## config.mk

```make
export PLATFORM = sky130hd
export DESIGN_NAME = shift_add_mult_seq
export DESIGN_NICKNAME = d
export VERILOG_FILES = /design/src/rtl/shift_add_pkg.sv /design/src/rtl/shift_add_step.sv /design/src/rtl/shift_add_mult_seq.sv
export SDC_FILE = /design/constraint.sdc
export NUM_CORES = 1
export LEC_CHECK = 0
export ABC_AREA = 0
export CORE_MARGIN = 10
export CORE_UTILIZATION = 35
export DETAILED_ROUTE_END_ITERATION = 10
export GPL_TIMING_DRIVEN = 0
export PLACE_DENSITY = 0.56
export SLEW_MARGIN = 20
export SYNTH_ARGS = -nofsm -noshare
export SYNTH_HDL_FRONTEND = slang
export SYNTH_SLANG_ARGS = --single-unit
```

## constraint.sdc

```tcl
create_clock -name clk -period 2.8 [get_ports clk]
set_input_delay 0.28 -clock clk [delete_from_list [all_inputs] [get_ports clk]]
set_output_delay 0.28 -clock clk [all_outputs]
set_load 0.05 [all_outputs]
```

## src/rtl/shift_add_pkg.sv

```systemverilog
// Shared types for the sequential shift-and-add multiplier.
//   state_e   : controller states (2-bit encoding)
//   step_op_e : operation applied to the accumulator on one iteration step
package shift_add_pkg;

  typedef enum logic [1:0] {
    IDLE = 2'd0,
    RUN  = 2'd1,
    DONE = 2'd2
  } state_e;

  typedef enum logic [1:0] {
    OP_NONE = 2'd0,
    OP_ADD  = 2'd1,
    OP_SUB  = 2'd2
  } step_op_e;

endpackage

```

## src/rtl/shift_add_step.sv

```systemverilog
// One combinational iteration of the shift-and-add multiplier.
// Applies op_i (none / add / subtract multiplicand) to the WIDTH+1-bit
// accumulator, then shifts {sum, multiplier} right by one bit.
// Configuration macro: SHIFT_ADD_SIGNED_EN selects an arithmetic shift
// (sum MSB replicated); otherwise the shift is logical and the adder carry
// lands in the accumulator MSB.
// Ports:
//   acc_i     in  WIDTH+1  current accumulator
//   mplr_hi_i in  WIDTH-1  multiplier bits [WIDTH-1:1] (bit 0 only steers op_i)
//   mcand_i   in  WIDTH+1  extended multiplicand
//   op_i      in  2        step operation chosen by the controller
//   acc_o     out WIDTH+1  next accumulator
//   mplr_o    out WIDTH    next multiplier / low product bits
module shift_add_step
  import shift_add_pkg::*;
#(
  parameter int WIDTH = 8
) (
  input  logic [WIDTH:0]   acc_i,
  input  logic [WIDTH-2:0] mplr_hi_i,
  input  logic [WIDTH:0]   mcand_i,
  input  step_op_e         op_i,
  output logic [WIDTH:0]   acc_o,
  output logic [WIDTH-1:0] mplr_o
);

  logic [WIDTH:0] sum;

  always_comb begin
    sum = acc_i;
    case (op_i)
      OP_ADD:  sum = acc_i + mcand_i;
      OP_SUB:  sum = acc_i - mcand_i;
      default: sum = acc_i;
    endcase
  end

`ifdef SHIFT_ADD_SIGNED_EN
  assign acc_o = {sum[WIDTH], sum[WIDTH:1]};
`else
  assign acc_o = {1'b0, sum[WIDTH:1]};
`endif

  // The bit shifted out of the sum becomes the next product bit.
  assign mplr_o = {sum[0], mplr_hi_i};

endmodule

```

## src/rtl/shift_add_mult_seq.sv

```systemverilog
// Sequential shift-and-add multiplier: captures A and B on an accepted load,
// iterates one multiplier bit per clock for WIDTH clocks, then presents the
// 2*WIDTH-bit product on p with a one-cycle done strobe. p holds until the
// next completion or reset.
// Configuration macro: SHIFT_ADD_SIGNED_EN -> two's complement operands and
// product (multiplicand sign-extended, final step subtracts). Undefined ->
// unsigned operation.
// Ports:
//   clk  in  1        rising-edge clock
//   rst  in  1        synchronous active-high reset (aborts any operation)
//   load in  1        start request, honoured only while busy=0
//   A    in  WIDTH    multiplicand
//   B    in  WIDTH    multiplier
//   p    out 2*WIDTH  product
//   busy out 1        high while iterating
//   done out 1        one-cycle strobe when p is updated
module shift_add_mult_seq
  import shift_add_pkg::*;
#(
  parameter int WIDTH = 8
) (
  input  logic               clk,
  input  logic               rst,
  input  logic               load,
  input  logic [WIDTH-1:0]   A,
  input  logic [WIDTH-1:0]   B,
  output logic [2*WIDTH-1:0] p,
  output logic               busy,
  output logic               done
);

  localparam int CNT_W = $clog2(WIDTH) + 1;
  localparam logic [CNT_W-1:0] LAST_CNT = CNT_W'(WIDTH - 1);

  state_e               state_q, state_d;
  logic [CNT_W-1:0]     cnt_q, cnt_d;
  logic [2*WIDTH-1:0]   p_q, p_d;
  logic                 busy_q, busy_d;
  logic                 done_q, done_d;
  logic [WIDTH:0]       acc_q, acc_d;
  logic [WIDTH:0]       mcand_q, mcand_d;
  logic [WIDTH-1:0]     mplr_q, mplr_d;

  logic [WIDTH:0]       mcand_ext;
  step_op_e             step_op;
  logic [WIDTH:0]       acc_nxt;
  logic [WIDTH-1:0]     mplr_nxt;

`ifdef SHIFT_ADD_SIGNED_EN
  assign mcand_ext = {A[WIDTH-1], A};
`else
  assign mcand_ext = {1'b0, A};
`endif

  // The multiplier LSB picks the operation; in signed mode the MSB of B
  // carries negative weight, so the last step subtracts.
  always_comb begin
    step_op = OP_NONE;
    if (mplr_q[0]) begin
`ifdef SHIFT_ADD_SIGNED_EN
      step_op = (cnt_q == LAST_CNT) ? OP_SUB : OP_ADD;
`else
      step_op = OP_ADD;
`endif
    end
  end

  shift_add_step #(.WIDTH(WIDTH)) u_step (
    .acc_i     (acc_q),
    .mplr_hi_i (mplr_q[WIDTH-1:1]),
    .mcand_i   (mcand_q),
    .op_i      (step_op),
    .acc_o     (acc_nxt),
    .mplr_o    (mplr_nxt)
  );

  always_comb begin
    state_d = state_q;
    cnt_d   = cnt_q;
    p_d     = p_q;
    busy_d  = busy_q;
    done_d  = 1'b0;
    acc_d   = acc_q;
    mcand_d = mcand_q;
    mplr_d  = mplr_q;
    case (state_q)
      IDLE, DONE: begin
        state_d = IDLE;
        if (load) begin
          state_d = RUN;
          mcand_d = mcand_ext;
          mplr_d  = B;
          acc_d   = '0;
          cnt_d   = '0;
          busy_d  = 1'b1;
        end
      end
      RUN: begin
        acc_d  = acc_nxt;
        mplr_d = mplr_nxt;
        cnt_d  = cnt_q + 1'b1;
        if (cnt_q == LAST_CNT) begin
          state_d = DONE;
          busy_d  = 1'b0;
          done_d  = 1'b1;
          // The product fits in 2*WIDTH bits, so the accumulator MSB is redundant.
          p_d     = {acc_nxt[WIDTH-1:0], mplr_nxt};
        end
      end
      default: begin
        state_d = IDLE;
        busy_d  = 1'b0;
      end
    endcase
  end

  // Control and visible outputs: reset clears them, aborting any operation.
  always_ff @(posedge clk) begin
    if (rst) begin
      state_q <= IDLE;
      cnt_q   <= '0;
      p_q     <= '0;
      busy_q  <= 1'b0;
      done_q  <= 1'b0;
    end else begin
      state_q <= state_d;
      cnt_q   <= cnt_d;
      p_q     <= p_d;
      busy_q  <= busy_d;
      done_q  <= done_d;
    end
  end

  // Datapath registers are always reloaded on accept, so they carry no reset.
  always_ff @(posedge clk) begin
    acc_q   <= acc_d;
    mcand_q <= mcand_d;
    mplr_q  <= mplr_d;
  end

  assign p    = p_q;
  assign busy = busy_q;
  assign done = done_q;

endmodule

```

==> results_dict.tcl, run 1 <==
set metrics [dict create \
    status "completed" \
    synthMuxAreaShare_pct 2.32 \
    leakage_nw 1.03 \
    worstSetupStartpointType "input port" \
    cts_setup_buffers 0 \
    dp_worst_setup_slack_ns 0.0431 \
    synth_ff_type "sky130_fd_sc_hd__edfxtp_1" \
    global_route.usage.total_pct 10.4 \
    global_route.usage.met3_pct 4.12 \
    holdCritPathClass "input port to flip-flop" \
    max_freq_mhz 421 \
    ir_worst_vdd_v 0.000214 \
    min_cycle_time_layout_ns 2.38 \
    power_frac_seq_pct 52.3 \
    synthesis.instances 217 \
    power.switching_w 0.000400 \
    cellPowerDensity_mw_per_mm2 572 \
    detailroute.via_count 1642 \
    worst_path_dominant_cell_family "buffers and inverters" \
    clock_skew_ns 0.00911 \
    antennaDiodeCount 0 \
    synth_largest_type_area_fraction_pct 33.4 \
    synth_largest_area_cell "sky130_fd_sc_hd__edfxtp_1" \
    area_delta_synth_final_pct 25.7 \
    top_level_ports 37 \
    insertion_delay_ns 0.30 \
    cts_sinks 48 \
    route.antenna.remaining_nets 0 \
    synth-edff-count 24 \
    worst_path_largest_cell_delay_ns 0.80 \
    post-route-worst-setup-slack_ns 0.424 \
    cts.hold.buffers_added 0 \
    pin_count_of_the_biggest_net_entering_global_routing 17 \
    drtPass1Iterations 4 \
    max_cap_violations 0 \
    global_route_wire_length_before_repair_um 8280 \
    cp_max_fo 16 \
    io_buffer_count 35 \
    vias_in_the_first_global_route 1704 \
    synth_compound_area_share_pct 12.3 \
    startpoint "load" \
    cp_num_buf_inv 2 \
    rsz_0062_raised_after_global_routing "false" \
    timing.reg2reg.setup_slack_ns 0.53 \
    groute.layer.met2.usage_pct 15.3 \
    synth_seq_cells 48 \
    yosys.area_share.simple_pct 19.6 \
    totalNegativeSetupSlack_ns 0 \
    p_int_w 0.00115 \
    initial_core_util_pct 36.3 \
    finalCritPeriodShare_pct 84.9 \
    cts_htree_levels 2 \
    inserted_clock_buffers 5 \
    synthesis.nets 246 \
    drt_iter0_drc 73 \
    initial_antenna_violation_count 0 \
    synth.cell_area_mm2 0.00216 \
    timing.critical_path.to_type "flip-flop" \
    seq_area_mm2 0.00120 \
    clockRootBuffer "sky130_fd_sc_hd__clkbuf_8" \
    power_switching_share_pct 25.7 \
    drv_slew 0 \
    fp-row-count 28 \
    post_cts.resized_instances 0 \
    r2r_start "state_q[0]" \
    final_replace_weighted_congestion 0.753 \
    post_synthesis_mean_instance_area_um2 9.96 \
    xor_and_xnor_fraction_of_the_mapped_netlist_area_pct 1.22 \
    core_region_area_mm2 0.00596 \
    die_area_mm2 0.00972 \
    synth-adder-area-share_pct 6.14 \
    clk_pin_slew_worst_paths_ns 0.09 \
    synth.lib_cells_used.distinct 36 \
    tightestPinTransition_ns 1.03 \
    detailed_place_hpwl_um 3560 \
    grtUsageMet1_pct 13.6 \
    arrival_ns 2.31 \
    synth-warning-count 0 \
    worstSetupPathType "input port to flip-flop" \
    setup_viol 0 \
    share_clk_of_total_power_pct 31.1 \
    wl_cell_um 14.7 \
    power.share.combinational_pct 16.5 \
    grt_most_used_layer "met2" \
    slew_headroom_pct 31.3 \
    report.final.hold_viol_count 0 \
    die_w_um 98.6 \
    synth_top_family_by_area "simple AND/OR/NAND/NOR gates" \
    critical_path.cell_chain "clkdlybuf4s50_1 > nor2b_1 > nor2_1 > inv_1" \
    r2r_cells 3 \
    grt_overflow_total 0 \
    yosysSeqAreaShare_pct 55.6 \
    final.fill_count 596 \
    worstPathRequired_ns 2.74 \
    timing.critical_path.slowest_stage_cell "sky130_fd_sc_hd__nor2b_1" \
    post-route-drc-count 0 \
    cp_num_cells 4 \
    multi_input_area_um2 897 \
    die-height_um 98.6 \
    worst_r2r_endpoint "mplr_q[5]" \
    clock_tree_from_tritoncts "built" \
    final_nets 288 \
    viasPerCell 4.90 \
    postSynth.asyncResetShare_pct 0 \
    share_of_layout_cells_above_drive_strength_1_pct 4.62 \
    ctsLongestPathBuffers 2 \
    post_synth_main_area_contributors "sky130_fd_sc_hd__edfxtp_1 (33%), sky130_fd_sc_hd__dfxtp_1 (22%), sky130_fd_sc_hd__nand2_1 (7.1%)" \
    critical_path.endpoint "mplr_q[5]" \
    wl_um 4910 \
]
## sequential cells by signal (all words and copies together), names as in the netlist
signal   flops
acc_q        8
busy         1
cnt_q        4
done         1
mcand_q      8
mplr_q       8
p           16
state_q      2
## metal layers
layer / vias to the layer above / share of wire [%] / wire length, um
li1: 845 / - / -
met1: 754 / 49 / 2410
met2: 40 / 44 / 2160
met3: 3 / 6.3 / 310
met4: 0 / 0.43 / 21
met5: - / 0 / 0
## how the worst min path moves through the flow
stage / start / endpoint / slack [ns] / cells after the start
after floorplan: A[0] / mcand_q[0] / 0.38 / 0
after global placement: p[15] / p[15] / 0.45 / 2
after detailed placement: p[2] / p[2] / 0.45 / 2
after CTS: rst / p[13] / 0.39 / 2
after global routing: rst / p[13] / 0.40 / 2
final: rst / p[13] / 0.38 / 2
## worst reg2reg max path: stages (launching register included)
cell and delay (ns):
sky130_fd_sc_hd__dfxtp_1 0.34, sky130_fd_sc_hd__nor2b_1 0.80, sky130_fd_sc_hd__nor2_1 0.20, sky130_fd_sc_hd__inv_1 0.58
## kinds of logic (layout without fill, tap and decap cells)
kind of cell    after synthesis  count (layout)
simple gates                 92              92
flops                        48              48
compound gates               43              43
buf+inv                      16              59
fa+ha+maj                    10              10
mux                           5               5
xor+xnor                      3               3
## final cells by class
class	count	share of cell area, %
inverters	6	0.829
multi-input cells	153	33.0
clock buffers	7	3.96
repair buffers	35	12.9
plain buffers	10	1.47
clock inverters	1	0.138
flip-flops and latches	48	44.2
well taps	75	3.45
## metrics by stage
step                total power, W  std cells  hold WS (ns)  cell area [um2]  utilization [%]
detailed placement         0.00109        327         0.446             2610             43.7
global placement           0.00109        327         0.446             2610             43.7
finish                     0.00155        335         0.384             2720             45.6
floorplan                  0.00101        217         0.379             2160                -
global route               0.00164        335         0.400             2720             45.6
CTS                        0.00157        335         0.386             2720             45.6
## layout by cell type (no fill, tap or decap), types with 2 or more instances in the layout
cell	instances
sky130_fd_sc_hd__edfxtp_1	24
sky130_fd_sc_hd__a21oi_1	18
sky130_fd_sc_hd__nor2b_1	4
sky130_fd_sc_hd__nand2_1	41
sky130_fd_sc_hd__nand3b_1	3
sky130_fd_sc_hd__o21ai_0	8
sky130_fd_sc_hd__buf_2	2
sky130_fd_sc_hd__clkbuf_1	8
sky130_fd_sc_hd__clkdlybuf4s50_1	35
sky130_fd_sc_hd__nor2_1	26
sky130_fd_sc_hd__o21a_1	2
sky130_fd_sc_hd__nand4_1	2
sky130_fd_sc_hd__mux2i_1	5
sky130_fd_sc_hd__ha_1	9
sky130_fd_sc_hd__inv_1	6
sky130_fd_sc_hd__a211oi_1	6
sky130_fd_sc_hd__nand3_1	2
sky130_fd_sc_hd__a21o_1	2
sky130_fd_sc_hd__nand2b_1	4
sky130_fd_sc_hd__clkbuf_8	6
sky130_fd_sc_hd__xnor2_1	2
sky130_fd_sc_hd__nor3_1	4
sky130_fd_sc_hd__dfxtp_1	24
## cell usage after synthesis (2+ instances only)
cell type	instances
sky130_fd_sc_hd__nand4_1	2
sky130_fd_sc_hd__a21oi_1	18
sky130_fd_sc_hd__inv_1	6
sky130_fd_sc_hd__nand3b_1	3
sky130_fd_sc_hd__o21a_1	2
sky130_fd_sc_hd__edfxtp_1	24
sky130_fd_sc_hd__xnor2_1	2
sky130_fd_sc_hd__nand2b_1	4
sky130_fd_sc_hd__nor2_1	26
sky130_fd_sc_hd__clkbuf_1	8
sky130_fd_sc_hd__buf_2	2
sky130_fd_sc_hd__nand2_1	41
sky130_fd_sc_hd__ha_1	9
sky130_fd_sc_hd__a21o_1	2
sky130_fd_sc_hd__nor3_1	4
sky130_fd_sc_hd__dfxtp_1	24
sky130_fd_sc_hd__nand3_1	2
sky130_fd_sc_hd__o21ai_0	8
sky130_fd_sc_hd__mux2i_1	5
sky130_fd_sc_hd__nor2b_1	4
sky130_fd_sc_hd__a211oi_1	6
## power groups by stage
stage	sequential (W)	clock [W]	combinational, W
global placement	0.000831	0	0.000258
finish	0.000814	0.000484	0.000257
CTS	0.000814	0.000497	0.000260
floorplan	0.000826	0	0.000184
global route	0.000819	0.000530	0.000295
detailed placement	0.000831	0	0.000259
Power figures use the tool's default switching activity.
==> inputs of run 2 (changes only) <==
--- a/config.mk
+++ b/config.mk
@@ -10,7 +10,7 @@
 export CORE_UTILIZATION = 35
 export DETAILED_ROUTE_END_ITERATION = 10
 export GPL_TIMING_DRIVEN = 0
-export PLACE_DENSITY = 0.56
+export PLACE_DENSITY = 0.58
 export SLEW_MARGIN = 20
 export SYNTH_ARGS = -nofsm -noshare
 export SYNTH_HDL_FRONTEND = slang
==> constraint.sdc (replaced) <==
create_clock -name clk -period 2.05 [get_ports clk]
set_input_delay 0.205 -clock clk [delete_from_list [all_inputs] [get_ports clk]]
set_output_delay 0.205 -clock clk [all_outputs]
set_load 0.05 [all_outputs]
==> results_dict.tcl, run 2 (synthesized netlist as in run 1, its figures left out) <==
set metrics [dict create \
    drv_slew 0 \
    wl_cell_um 15.0 \
    min_cycle_time_layout_ns 2.09 \
    detailroute.via_count 1667 \
    drtPass1Iterations 4 \
    timing.critical_path.to_type "flip-flop" \
    final_cell_mix "sky130_fd_sc_hd__nand2_1 (41), sky130_fd_sc_hd__clkdlybuf4s50_1 (35), sky130_fd_sc_hd__nor2_1 (26)" \
    largest_reg_flops 16 \
    fp-row-count 28 \
    holdCritPathClass "input port to flip-flop" \
    final_nets 290 \
    critical_path.endpoint "acc_q[7]" \
    rsz_0062_raised_after_global_routing "true" \
    finalCritPeriodShare_pct 102 \
    drt_iter0_drc 75 \
    clockRootBuffer "sky130_fd_sc_hd__clkbuf_8" \
    max_freq_mhz 478 \
    r2r_cells 8 \
    leakage_nw 1.03 \
    die_area_mm2 0.00972 \
    die-height_um 98.6 \
    cts_htree_levels 2 \
    report.final.hold_viol_count 0 \
    top_level_ports 37 \
    initial_core_util_pct 36.3 \
    die_w_um 98.6 \
    placed_cells 327 \
    inserted_clock_buffers 5 \
    arrival_ns 2.13 \
    final_replace_weighted_congestion 0.858 \
    dp_worst_setup_slack_ns -0.647 \
    final.fill_count 586 \
    multi_input_area_um2 932 \
    violations_in_the_final_reports "negative setup slack" \
    ir_worst_vdd_v 0.000319 \
    r2r_start "acc_q[0]" \
    seq_area_mm2 0.00120 \
    cellPowerDensity_mw_per_mm2 772 \
    tightestPinTransition_ns 0.649 \
    vias_in_the_first_global_route 1720 \
    cp_max_fo 3 \
    core_region_area_mm2 0.00596 \
    clk_pin_slew_worst_paths_ns 0.09 \
    post_layout_util_pct 46.4 \
    antennaDiodeCount 0 \
    timing.reg2reg.setup_slack_ns -0.04 \
    detailed_place_hpwl_um 3680 \
    worstSetupStartpointType "flip-flop" \
    io_buffer_count 35 \
    pin_count_of_the_biggest_net_entering_global_routing 17 \
    initial_antenna_violation_count 0 \
    wl_um 5070 \
    viasPerCell 4.95 \
    global_route.usage.total_pct 10.5 \
    area_delta_synth_final_pct 28.0 \
    post-route-worst-setup-slack_ns -0.0415 \
    clock_tree_from_tritoncts "built" \
    slew_headroom_pct 56.5 \
    clock_skew_ns 0.00861 \
    status "finished with violations" \
    global_route_wire_length_before_repair_um 8340 \
    share_of_layout_cells_above_drive_strength_1_pct 8.78 \
    final_cells 337 \
    route.antenna.remaining_nets 0 \
    max_cap_violations 0 \
    worst_r2r_endpoint "acc_q[7]" \
    insertion_delay_ns 0.31 \
    setup_viol 1 \
    startpoint "acc_q[0]" \
    grt_overflow_total 0 \
    worstPathRequired_ns 2.09 \
    ctsLongestPathBuffers 2 \
    mostFrequentLayoutCell "sky130_fd_sc_hd__nand2_1" \
    post-route-drc-count 0 \
    cts_sinks 48 \
    worstSetupPathType "flip-flop to flip-flop" \
]
[run 2: cell count changes in the layout (fill, tap and decap cells not counted), moves of 2 or more]
cell and change:
sky130_fd_sc_hd__nor3_2 +2, sky130_fd_sc_hd__buf_4 +2, sky130_fd_sc_hd__inv_1 -2, sky130_fd_sc_hd__nor3_1 -2, sky130_fd_sc_hd__ha_1 -2
[run 2: routing by layer]
metal | routed length [um] | vias up | GRT usage (%)
met4 | 103 | 0 | 4.41
met3 | 303 | 8 | 3.42
li1 | - | 847 | -
met1 | 2350 | 777 | 12.1
met5 | 0 | - | 0
met2 | 2310 | 35 | 17.4
[run 2: worst min-delay path by stage]
stage                      end  slack, ns  cells after the start  from
finish                   p[13]       0.31                      2   rst
global route             p[13]       0.32                      2   rst
CTS                      p[13]       0.30                      2   rst
detailed placement        p[3]       0.45                      2  p[3]
global placement          p[1]       0.44                      2  p[1]
floorplan           mcand_q[0]       0.30                      0  A[0]
[run 2: final cells by class]
class / instances / area share (%)
Multi-Input combinational cell: 153 / 33.7
Tap cell: 75 / 3.39
Sequential cell: 48 / 43.4
Timing Repair Buffer: 37 / 13.2
Clock inverter: 2 / 0.452
Clock buffer: 6 / 3.39
Buffer: 10 / 1.45
Inverter: 6 / 0.950
[run 2: worst max-delay path: stages, from the launching register on]
cell,delay (ns)
sky130_fd_sc_hd__edfxtp_1,0.40
sky130_fd_sc_hd__ha_2,0.21
sky130_fd_sc_hd__inv_2,0.05
sky130_fd_sc_hd__fa_2,0.22
sky130_fd_sc_hd__nor2b_4,0.05
sky130_fd_sc_hd__o31a_1,0.27
sky130_fd_sc_hd__or4_4,0.50
sky130_fd_sc_hd__nand3_2,0.09
sky130_fd_sc_hd__nor2_1,0.04
[run 2: timing repair]
action	in CTS	in global routing
resized for setup	5	3
hold buffers	0	0
pin swaps	2	1
setup buffers	2	0
endpoints found under the setup margin	19	20
[run 2: power breakdown]
part | switching (W) | internal (W) | total [W]
combinational | 0.000209 | 0.000172 | 0.000380
clock | 0.000329 | 0.000313 | 0.000642
sequential | 0.0000351 | 0.00108 | 0.00111
total | 0.000573 | 0.00156 | 0.00214
[run 2: through the flow]
| step | setup TNS [ns] | cell area, um2 | hold WS (ns) | power [W] |
|---|---|---|---|---|
| after detailed placement | -10.82 | 2610 | 0.448 | 0.00149 |
| after global routing | -0.145 | 2770 | 0.320 | 0.00224 |
| after floorplan | 0 | 2160 | 0.304 | 0.00138 |
| final | -0.0415 | 2770 | 0.308 | 0.00214 |
| after CTS | -0.0568 | 2740 | 0.300 | 0.00214 |
| after global placement | -10.23 | 2610 | 0.445 | 0.00148 |
==> inputs of run 3 (changes only) <==
--- a/config.mk
+++ b/config.mk
@@ -7,10 +7,10 @@
 export LEC_CHECK = 0
 export ABC_AREA = 0
 export CORE_MARGIN = 10
-export CORE_UTILIZATION = 35
+export CORE_UTILIZATION = 47
 export DETAILED_ROUTE_END_ITERATION = 10
 export GPL_TIMING_DRIVEN = 0
-export PLACE_DENSITY = 0.58
+export PLACE_DENSITY = 0.74
 export SLEW_MARGIN = 20
 export SYNTH_ARGS = -nofsm -noshare
 export SYNTH_HDL_FRONTEND = slang
==> results_dict.tcl, run 3 (synthesized netlist as in run 1, its figures left out) <==
set metrics [dict create \
    holdCritPathClass "input port to flip-flop" \
    cellPowerDensity_mw_per_mm2 756 \
    antennaDiodeCount 0 \
    cts_htree_levels 2 \
    worst_path_largest_cell_delay_ns 0.44 \
    cp_max_fo 2 \
    critical_path.cell_chain "ha_2 > inv_2 > fa_2 > nor2b_4 > o31a_1 > or4_4 > nand3_2 > nor2_2" \
    clockRootBuffer "sky130_fd_sc_hd__clkbuf_8" \
    clk_pin_slew_worst_paths_ns 0.09 \
    detailroute.via_count 1682 \
    worst_path_dominant_cell_family "simple AND/OR/NAND/NOR gates" \
    vias_in_the_first_global_route 1670 \
    worstSetupPathType "flip-flop to flip-flop" \
    min_cycle_time_layout_ns 2.00 \
    wl_cell_um 15.4 \
    setup_viol 0 \
    detailed_place.area_mm2 0.00258 \
    leakage_nw 1.03 \
    global_route_wire_length_before_repair_um 7690 \
    grt_overflow_total 0 \
    insertion_delay_ns 0.31 \
    clock_tree_from_tritoncts "built" \
    timing.critical_path.to_type "flip-flop" \
    global_route.usage.total_pct 12.6 \
    final_cells 315 \
    tightestPinTransition_ns 0.612 \
    report.final.hold_viol_count 0 \
    mostFrequentLayoutCell "sky130_fd_sc_hd__nand2_1" \
    die-height_um 87.8 \
    slew_headroom_pct 59.0 \
    die_w_um 87.8 \
    worstSetupStartpointType "flip-flop" \
    clock_skew_ns 0.0115 \
    timing.critical_path.slowest_stage_cell "sky130_fd_sc_hd__or4_4" \
    drv_slew 0 \
    die_area_mm2 0.00771 \
    share_of_layout_cells_above_drive_strength_1_pct 9.89 \
    io_buffer_count 35 \
    placed_cells 304 \
    cts_sinks 48 \
    largest_reg_flops 16 \
    inserted_clock_buffers 5 \
    ir_worst_vdd_v 0.000428 \
    final_replace_weighted_congestion 0.766 \
    final_cell_mix "sky130_fd_sc_hd__nand2_1 (41), sky130_fd_sc_hd__clkdlybuf4s50_1 (35), sky130_fd_sc_hd__nor2_1 (25)" \
    max_freq_mhz 499 \
    wl_um 4860 \
    final_nets 291 \
    post-route-drc-count 0 \
    initial_antenna_violation_count 0 \
    initial_core_util_pct 49.0 \
    rsz_0062_raised_after_global_routing "true" \
    drtPass1Iterations 5 \
    max_cap_violations 0 \
    arrival_ns 2.07 \
    drt_iter0_drc 79 \
    pin_count_of_the_biggest_net_entering_global_routing 17 \
    top_level_ports 37 \
    route.antenna.remaining_nets 0 \
    area_delta_synth_final_pct 26.0 \
    status "completed" \
    fp-row-count 24 \
    detailed_place_hpwl_um 3590 \
    postLayoutCellArea_mm2 0.00272 \
    core_region_area_mm2 0.00441 \
    worstPathRequired_ns 2.11 \
    finalCritPeriodShare_pct 97.7 \
    ctsLongestPathBuffers 2 \
    viasPerCell 5.34 \
    cp_num_buf_inv 1 \
]
## run 3: what timing repair did
action / CTS / global route
buffers inserted: 3 / 0
gates resized for setup: 4 / 6
setup endpoints to repair: 19 / 13
hold buffers: 0 / 0
pin swaps: 4 / 3
## run 3: through the flow
step	hold slack (ns)	total power [W]	setup TNS, ns	setup slack (ns)	utilization [%]
after floorplan	0.304	0.00138	0	0.0101	-
after global placement	0.442	0.00148	-9.28	-0.568	58.4
after detailed placement	0.447	0.00149	-10.06	-0.604	58.4
after CTS	0.277	0.00205	-0.0134	-0.0134	61.1
after global routing	0.315	0.00215	-0.0413	-0.0227	61.7
final	0.266	0.00206	0	0.0472	61.7
## run 3: final cells by class
cell class	count	area, um2
well taps	52	65.1
multi-input cells	153	933
clock inverters	2	11.3
repair buffers	38	373
flip-flops and latches	48	1200
fillers	387	1690
plain buffers	10	40.0
inverters	6	26.3
clock buffers	6	72.6
## run 3: worst paths after layout
check,to,start,cells past startpoint,slack (ns)
min reg2reg,p[15],p[15],2,0.46
max reg2reg,acc_q[7],acc_q[0],8,0.05
min,p[13],rst,2,0.27
max,acc_q[7],acc_q[0],8,0.05
## run 3: where the power goes
part	internal (W)	switching (W)	total (W)
Combinational	0.000170	0.000213	0.000383
Sequential	0.00108	0.0000325	0.00111
Clock	0.000240	0.000326	0.000566
Total	0.00149	0.000572	0.00206
## run 3: routing by layer
| layer | global-route usage, % | routed length [um] |
|---|---|---|
| met1 | 15.5 | 2190 |
| met2 | 20.3 | 2360 |
| met3 | 4.09 | 248 |
| met4 | 4.35 | 70 |
| met5 | 0 | 0 |
